File: src/rtl/add_reservation_station.sv
// Reservation station for the add/sub unit: holds issued ops, snoops the CDB, dispatches ready ops.
// Latency: an op issued with resolved operands can dispatch the cycle after issue; aluEN is combinational.
// Backpressure: issueAvailable low stalls the issue stage; aluAvailable low holds Ready entries in place.
module add_reservation_station #(
  parameter int ENTRIES  = 3,
  parameter int TAG_W    = 4,
  parameter int TAG_BASE = 1,
  parameter int OP_W     = 2
) (
  input  logic             clk,
  input  logic             nRST,
  input  logic             issueEN,
  input  logic [OP_W-1:0]  issueOp,
  input  logic [TAG_W-1:0] issueQj,
  input  logic [31:0]      issueVj,
  input  logic [TAG_W-1:0] issueQk,
  input  logic [31:0]      issueVk,
  output logic             issueAvailable,
  output logic [TAG_W-1:0] issueTag,
  input  logic             cdbValid,
  input  logic [TAG_W-1:0] cdbTag,
  input  logic [31:0]      cdbData,
  input  logic             aluAvailable,
  output logic             aluEN,
  output logic [OP_W-1:0]  aluOp,
  output logic [31:0]      aluData1,
  output logic [31:0]      aluData2,
  output logic [TAG_W-1:0] aluTag
);

  localparam logic [1:0] ST_EMPTY     = 2'd0;
  localparam logic [1:0] ST_WAITING   = 2'd1;
  localparam logic [1:0] ST_READY     = 2'd2;
  localparam logic [1:0] ST_EXECUTING = 2'd3;

  logic [1:0]       state [ENTRIES];
  logic [OP_W-1:0]  opR   [ENTRIES];
  logic [TAG_W-1:0] qj    [ENTRIES];
  logic [TAG_W-1:0] qk    [ENTRIES];
  logic [31:0]      vj    [ENTRIES];
  logic [31:0]      vk    [ENTRIES];

  logic [ENTRIES-1:0] issueSel;
  logic [ENTRIES-1:0] dispSel;
  logic [ENTRIES-1:0] hitJ;
  logic [ENTRIES-1:0] hitK;
  logic               anyReady;
  logic               doIssue;

  logic [TAG_W-1:0] issQj;
  logic [TAG_W-1:0] issQk;
  logic [31:0]      issVj;
  logic [31:0]      issVk;

  // Entry i is permanently bound to tag TAG_BASE+i; the ALU result comes back under that tag.
  function automatic logic [TAG_W-1:0] entryTag(input int idx);
    return TAG_W'(TAG_BASE + idx);
  endfunction

  // Pick the lowest-index Empty entry as the issue target; tag 0 when the station is full.
  always_comb begin
    issueSel       = '0;
    issueAvailable = 1'b0;
    issueTag       = '0;
    for (int i = 0; i < ENTRIES; i++) begin
      if (!issueAvailable && state[i] == ST_EMPTY) begin
        issueSel[i]    = 1'b1;
        issueAvailable = 1'b1;
        issueTag       = entryTag(i);
      end
    end
  end

  assign doIssue = issueEN & issueAvailable;

  // Same-cycle forwarding: a broadcast coinciding with issue is captured so the wakeup is not lost.
  always_comb begin
    issQj = issueQj;
    issVj = issueVj;
    issQk = issueQk;
    issVk = issueVk;
    if (cdbValid && issueQj != '0 && issueQj == cdbTag) begin
      issQj = '0;
      issVj = cdbData;
    end
    if (cdbValid && issueQk != '0 && issueQk == cdbTag) begin
      issQk = '0;
      issVk = cdbData;
    end
  end

  // CDB snoop matches for Waiting entries, per operand.
  always_comb begin
    hitJ = '0;
    hitK = '0;
    for (int i = 0; i < ENTRIES; i++) begin
      hitJ[i] = cdbValid && state[i] == ST_WAITING && qj[i] != '0 && qj[i] == cdbTag;
      hitK[i] = cdbValid && state[i] == ST_WAITING && qk[i] != '0 && qk[i] == cdbTag;
    end
  end

  // Dispatch the lowest-index Ready entry from pre-edge state; outputs are zero when nothing goes out.
  always_comb begin
    dispSel  = '0;
    anyReady = 1'b0;
    aluOp    = '0;
    aluData1 = '0;
    aluData2 = '0;
    aluTag   = '0;
    for (int i = 0; i < ENTRIES; i++) begin
      if (!anyReady && state[i] == ST_READY) begin
        anyReady = 1'b1;
        if (aluAvailable) begin
          dispSel[i] = 1'b1;
          aluOp      = opR[i];
          aluData1   = vj[i];
          aluData2   = vk[i];
          aluTag     = entryTag(i);
        end
      end
    end
  end

  assign aluEN = aluAvailable & anyReady;

  // Per-entry lifecycle: Empty -> Waiting/Ready -> Executing -> Empty on own-tag broadcast.
  always_ff @(posedge clk or negedge nRST) begin
    if (!nRST) begin
      for (int i = 0; i < ENTRIES; i++) begin
        state[i] <= ST_EMPTY;
        opR[i]   <= '0;
        qj[i]    <= '0;
        qk[i]    <= '0;
        vj[i]    <= '0;
        vk[i]    <= '0;
      end
    end else begin
      for (int i = 0; i < ENTRIES; i++) begin
        case (state[i])
          ST_EMPTY: begin
            if (doIssue && issueSel[i]) begin
              opR[i]   <= issueOp;
              qj[i]    <= issQj;
              vj[i]    <= issVj;
              qk[i]    <= issQk;
              vk[i]    <= issVk;
              state[i] <= (issQj == '0 && issQk == '0) ? ST_READY : ST_WAITING;
            end
          end
          ST_WAITING: begin
            if (hitJ[i]) begin
              qj[i] <= '0;
              vj[i] <= cdbData;
            end
            if (hitK[i]) begin
              qk[i] <= '0;
              vk[i] <= cdbData;
            end
            // Both operands may resolve in the same cycle (or one was already resolved).
            if ((hitJ[i] || qj[i] == '0) && (hitK[i] || qk[i] == '0)) begin
              state[i] <= ST_READY;
            end
          end
          ST_READY: begin
            if (dispSel[i]) begin
              state[i] <= ST_EXECUTING;
            end
          end
          ST_EXECUTING: begin
            if (cdbValid && cdbTag == entryTag(i)) begin
              state[i] <= ST_EMPTY;
            end
          end
        endcase
      end
    end
  end

endmodule

File: config.mk
export PLATFORM = sky130hd
export DESIGN_NAME = add_reservation_station
export DESIGN_NICKNAME = d
export VERILOG_FILES = /design/src/rtl/add_reservation_station.sv
export SDC_FILE = /design/constraint.sdc
export NUM_CORES = 1
export LEC_CHECK = 0
export ABC_AREA = 1
export CORE_MARGIN = 3
export CORE_UTILIZATION = 35
export DETAILED_ROUTE_END_ITERATION = 7
export GPL_TIMING_DRIVEN = 0
export SYNTH_ARGS = -nofsm -noshare
export SYNTH_HDL_FRONTEND = slang
export SYNTH_SLANG_ARGS = --single-unit
File: constraint.sdc
create_clock -name clk -period 2.1 [get_ports clk]
set_input_delay 0.21 -clock clk [delete_from_list [all_inputs] [get_ports clk]]
set_output_delay 0.21 -clock clk [all_outputs]
set_load 0.02 [all_outputs]
=== After elaboration in Yosys (flattened, before gate mapping) ===
Cells that the tools add are included.

* Output and inout bits: 76
* Word-level logic and storage cells: 230
* Register bits after elaboration: 228

* Mux-type cells: 95
* Reductions and logical operators: 77
* Bitwise logic cells: 2
* Equality and inequality tests: 38

{| class="wikitable"
|+ Operator list
! cell !! count
|-
| $mux W32 || 26
|-
| $pmux W32 S2 || 6
|-
| $mux W4 || 19
|-
| $pmux W4 S2 || 6
|-
| $mux W2 || 20
|-
| $logic_and A1 B1 Y1 || 33
|-
| $eq A4 B4 Y1 || 8
|-
| $logic_not A4 Y1 || 8
|-
| $reduce_bool A4 Y1 || 8
|-
| $ne A2 B2 Y1 const B || 12
|-
| $pmux W2 S4 || 3
|-
| $reduce_and A3 Y1 || 6
|-
| $mux W1 || 15
|-
| $eq A2 B2 Y1 const B || 6
|-
| $ne A2 B1 Y1 const B || 6
|-
| $reduce_and A4 Y1 || 3
|-
| $eq A4 B2 Y1 const B || 2
|-
| $eq A2 B1 Y1 const B || 3
|-
| $logic_not A2 Y1 || 3
|-
| $logic_or A1 B1 Y1 || 6
|-
| $reduce_and A2 Y1 || 3
|-
| $reduce_bool A2 Y1 || 3
|-
| $eq A4 B1 Y1 const B || 1
|-
| $logic_not A1 Y1 || 4
|-
| $and A1 B1 Y1 || 2
|}

=== Logic depth before layout (Yosys ltp) ===
* Depth in word-level cells: 12
* Gate-level depth with buffers: 13

=== Least setup slack after synthesis ===
OpenSTA, ideal clock, no wires.

* Kind: reg2out
* Start point: register state[4] in the netlist's numbering
* End point: output port aluData1[0]
* Cell stages (with the launch flop): 8
* Setup slack: 0.158 ns
* Buffers on the path: 2
* Data arrival time: 1.732 ns
* Cells stage by stage: dfrtp_1 inv_1 ha_1 nor2_1 nand2_1 clkbuf_1 buf_1 o221ai_1

* Longest elaborated chain between the ends: 8
* Elaborated cells between the ends (all ways): 12

{| class="wikitable"
|+ Ends and longest elaborated chain
! item !! line !! source
|-
| from (decl) || 36 || <nowiki>logic [1:0] state [ENTRIES];</nowiki>
|-
| from (signal, indexed assignment) || 147 || <nowiki>state[i] <= (issQj == '0 && issQk == '0) ? ST_READY : ST_WAITING;</nowiki>
|-
| $eq A2 B2 Y1 * || 111 || <nowiki>if (!anyReady && state[i] == ST_READY) begin</nowiki>
|-
| $mux W1 || 111 ||
|-
| $logic_not A1 Y1 || 111 ||
|-
| $logic_and A1 B1 Y1 || 111 ||
|-
| $mux W1 || 111 ||
|-
| $logic_not A1 Y1 || 111 ||
|-
| $logic_and A1 B1 Y1 || 111 ||
|-
| $mux W32 * || 111 ||
|-
| to (decl) || 26 || <nowiki>output logic [31:0] aluData1,</nowiki>
|}

Every way passes the cells marked *; elsewhere a longest branch is shown, timed or not.

=== Final worst setup path ===
* Start point: register state[4] in the netlist's numbering
* End point: output port aluData1[2]

The elaborated chain is that of the path after synthesis.

==> key figures <==
Run
  – Max Cap Violations: 0

Worst setup path
  – Critical Path AT: 2.24 ns
  – Reg2Reg Depth: 13
  – Worst setup EP type: output pin
  – Worst setup path class: flip-flop to output pin
  – Crit-path max FO: 8
  – Critical path launch point type: flip-flop
  – CP Data Required Time: 1.89 ns

STA
  – Final min period: 2.45 ns
  – Final Worst Setup Slack: -0.352 ns
  – Crit share post-route: 1.17
  – Worst-Margin Slew: 1.10 ns
  – Max-slew violations: 0
  – Fin Clk Skew: between 0.01 and 0.015 ns
  – F_max: 408 MHz
  – Final hold viol count: 0
  – RSZ-0062 raised after global routing: yes
  – Final setup viols: 170
  – Slew margin rel.: 0.269

Synth
  – Yosys top cell area share: 0.408
  – Share of synthesized registers carrying an async set or reset: 1.00
  – Top_reg_cell synth: dfrtp_1
  – Distinct cells, synth: 33
  – Syn Area/Cell: 7.27 um^2
  – Area leader, netlist: dfrtp_1
  – Top cells by count, synth: nand2_1 (331), inv_1 (322), nand3_1 (280), nor2_1 (239), dfrtp_1 (228)
  – Sequential area share after synthesis: 0.408
  – EDFF count, synth: 0
  – Yosys reg bits: around 230
  – Synthesized area: 14000 um^2
  – Most common cell in the netlist: nand2_1
  – Top post-synthesis cells by area: dfrtp_1 (41%), nand3_1 (10%), nand2_1 (8.9%), inv_1 (8.6%), nor2_1 (6.4%)
  – Synth Instances: 1922
  – Ys Warns: 0

Outcome
  – Status: finished, violations left
  – Failing checks: negative setup slack

Layout
  – Layout Nets: about 2300
  – Layout cells sized above 1: 0.232
  – Final instance area: 20000 um^2
  – Area Growth Syn to Fin: 42.8%
  – ANT cells: 0
  – Core Util, Final: 0.512
  – Final non-filler cell total: 2724

Clock network
  – Clock Path Buffers: 3
  – Clock buffer count from CTS: 28
  – Worst-path clk slew: approximately 0.06 ns
  – H-tree levels: 1
  – Clock Sink Count: 228
  – TritonCTS clock tree: built
  – Root Buffer: clkbuf_16
  – Worst-skew pair later-pin latency: between 0.5 and 0.6 ns

Global route
  – Initial antenna violation count: 0
  – Number of global-route vias before repair: 14800
  – Total GRT Usage: 0.267
  – First-pass GRT wire length: 86.4 mm
  – Overflow after GRT: 0
  – Largest net degree at the start of global routing: 91

Place
  – DP Area: about 17000 um^2
  – Post-DP HPWL: 40.2 mm
  – Buffers on Ports: ~180
  – Final GP Congestion: 0.919
  – DP Cell Count: 2628
  – Post-place setup slack: -1.19 ns

Detailed routing
  – DRC viols: 0
  – Via-to-Cell Ratio: 5.57
  – DRT Wirelength: 59.5 mm
  – DR vias: 15200
  – Starting DRC count in detailed routing: 1527
  – WL/cell: 21.8 um
  – Drt pass-1 iters: 6
  – Detail Route Antenna Nets: 0

Die
  – Row Count: between 70 and 80
  – Die Ht: 206 um
  – Top Ports: around 190
  – Initial Utilization: 0.358
  – Core footprint: 39000 um^2
  – Die W: 206 um
  – Die area: 42400 um^2

Pwr
  – Final total power: 0.0336 W
  – Peak VDD IR: ~1000 uV
  – PD cells: 1680 nW/um^2
  – Leak: roughly 9.7 nW

Hold path
  – Worst Hold Class: input pin to async pin
layout by cell type, fill, tap and decap left out, drive strengths merged, types with 17 or more instances in the layout:
cell           count
o221ai            64
a31oi            128
nand2            386
o22ai             17
buf              207
inv              329
clkbuf            77
nor2             240
dfrtp            228
a22oi             64
clkdlybuf4s50    110
nand3            282
power by group:
group          leakage, nW  total [W]  internal, W  switching, W
Clock                0.473    0.00500      0.00297       0.00204
Sequential            2.59    0.00780      0.00665       0.00115
Combinational         6.68     0.0208      0.00836        0.0124
Total                 9.74     0.0336       0.0180        0.0156
routing by layer:
| layer | up-vias | GRT usage | wire, um |
|---|---|---|---|
| met5 | - | 0 | 0 |
| li1 | 6872 | - | - |
| met2 | 874 | 0.435 | 27300 |
| met3 | 145 | 0.0410 | 5620 |
| met4 | 0 | 0.0793 | 1910 |
| met1 | 7295 | 0.367 | 24600 |
worst paths after layout:
| check | startpoint | endpoint | slack [ns] |
|---|---|---|---|
| setup reg to reg | state[5] | vk[85] | -0.20 |
| hold reg to reg | opR[0] | opR[0] | 0.49 |
| setup / recovery | state[4] | aluData1[2] | -0.35 |
| max in group asynchronous | nRST | vj[70] | 0.67 |
| hold / removal | nRST | vj[58] | 0.17 |
| min in group clk | issueOp[1] | opR[3] | 0.26 |
registers in the layout, indices dropped and copies added, names as in the netlist:
| name | flops |
|---|---|
| vj | 96 |
| vk | 96 |
| state | 6 |
| qk | 12 |
| qj | 12 |
| opR | 6 |
what timing repair did:
item	CTS	global route
buffers inserted	18	17
pin swaps	5	17
endpoints found under the setup margin	280	289
gates cloned	4	8
hold buffers	1	0
hold endpoints to repair	53	0
gates resized for setup	693	201
metrics by stage:
stage / hold WS [ns] / setup TNS, ns
final: 0.173 / -27.97
after detailed placement: 0.157 / -123.35
after global routing: 0.237 / -45.69
after global placement: 0.467 / -2297.19
after CTS: 0.199 / -24.00
after floorplan: -0.0856 / 0
cells by family after synthesis:
group           after synthesis  share of synthesized area
simple gates                911                      0.282
buf+inv                     460                      0.142
compound gates              308                      0.155
flops                       228                      0.408
fa+ha+maj                    13                     0.0116
xor+xnor                      1                   0.000627
other cells                   1                   0.000268
final cells by class:
| class | instances | area (um^2) |
|---|---|---|
| Fill cell | 3655 | 19100 |
| Multi-Input combinational cell | 1237 | 7620 |
| Sequential cell | 228 | 5710 |
| Timing Repair Buffer | 230 | 2440 |
| Buffer | 127 | 1310 |
| Inverter | 332 | 1290 |
| Clock buffer | 39 | 823 |
| Tap cell | 518 | 648 |
| Clock inverter | 13 | 118 |
worst max-delay path, cell delays in order, from the launching register on:
cell and delay [ns]:
dfrtp_1 0.38, inv_2 0.07, ha_4 0.18, inv_4 0.06, nand2_4 0.05, nor2_4 0.17, buf_12 0.20, buf_8 0.15
nand3_2 0.10, o221ai_4 0.15, buf_6 0.16
Note: power is estimated with default switching activity, not from simulation.
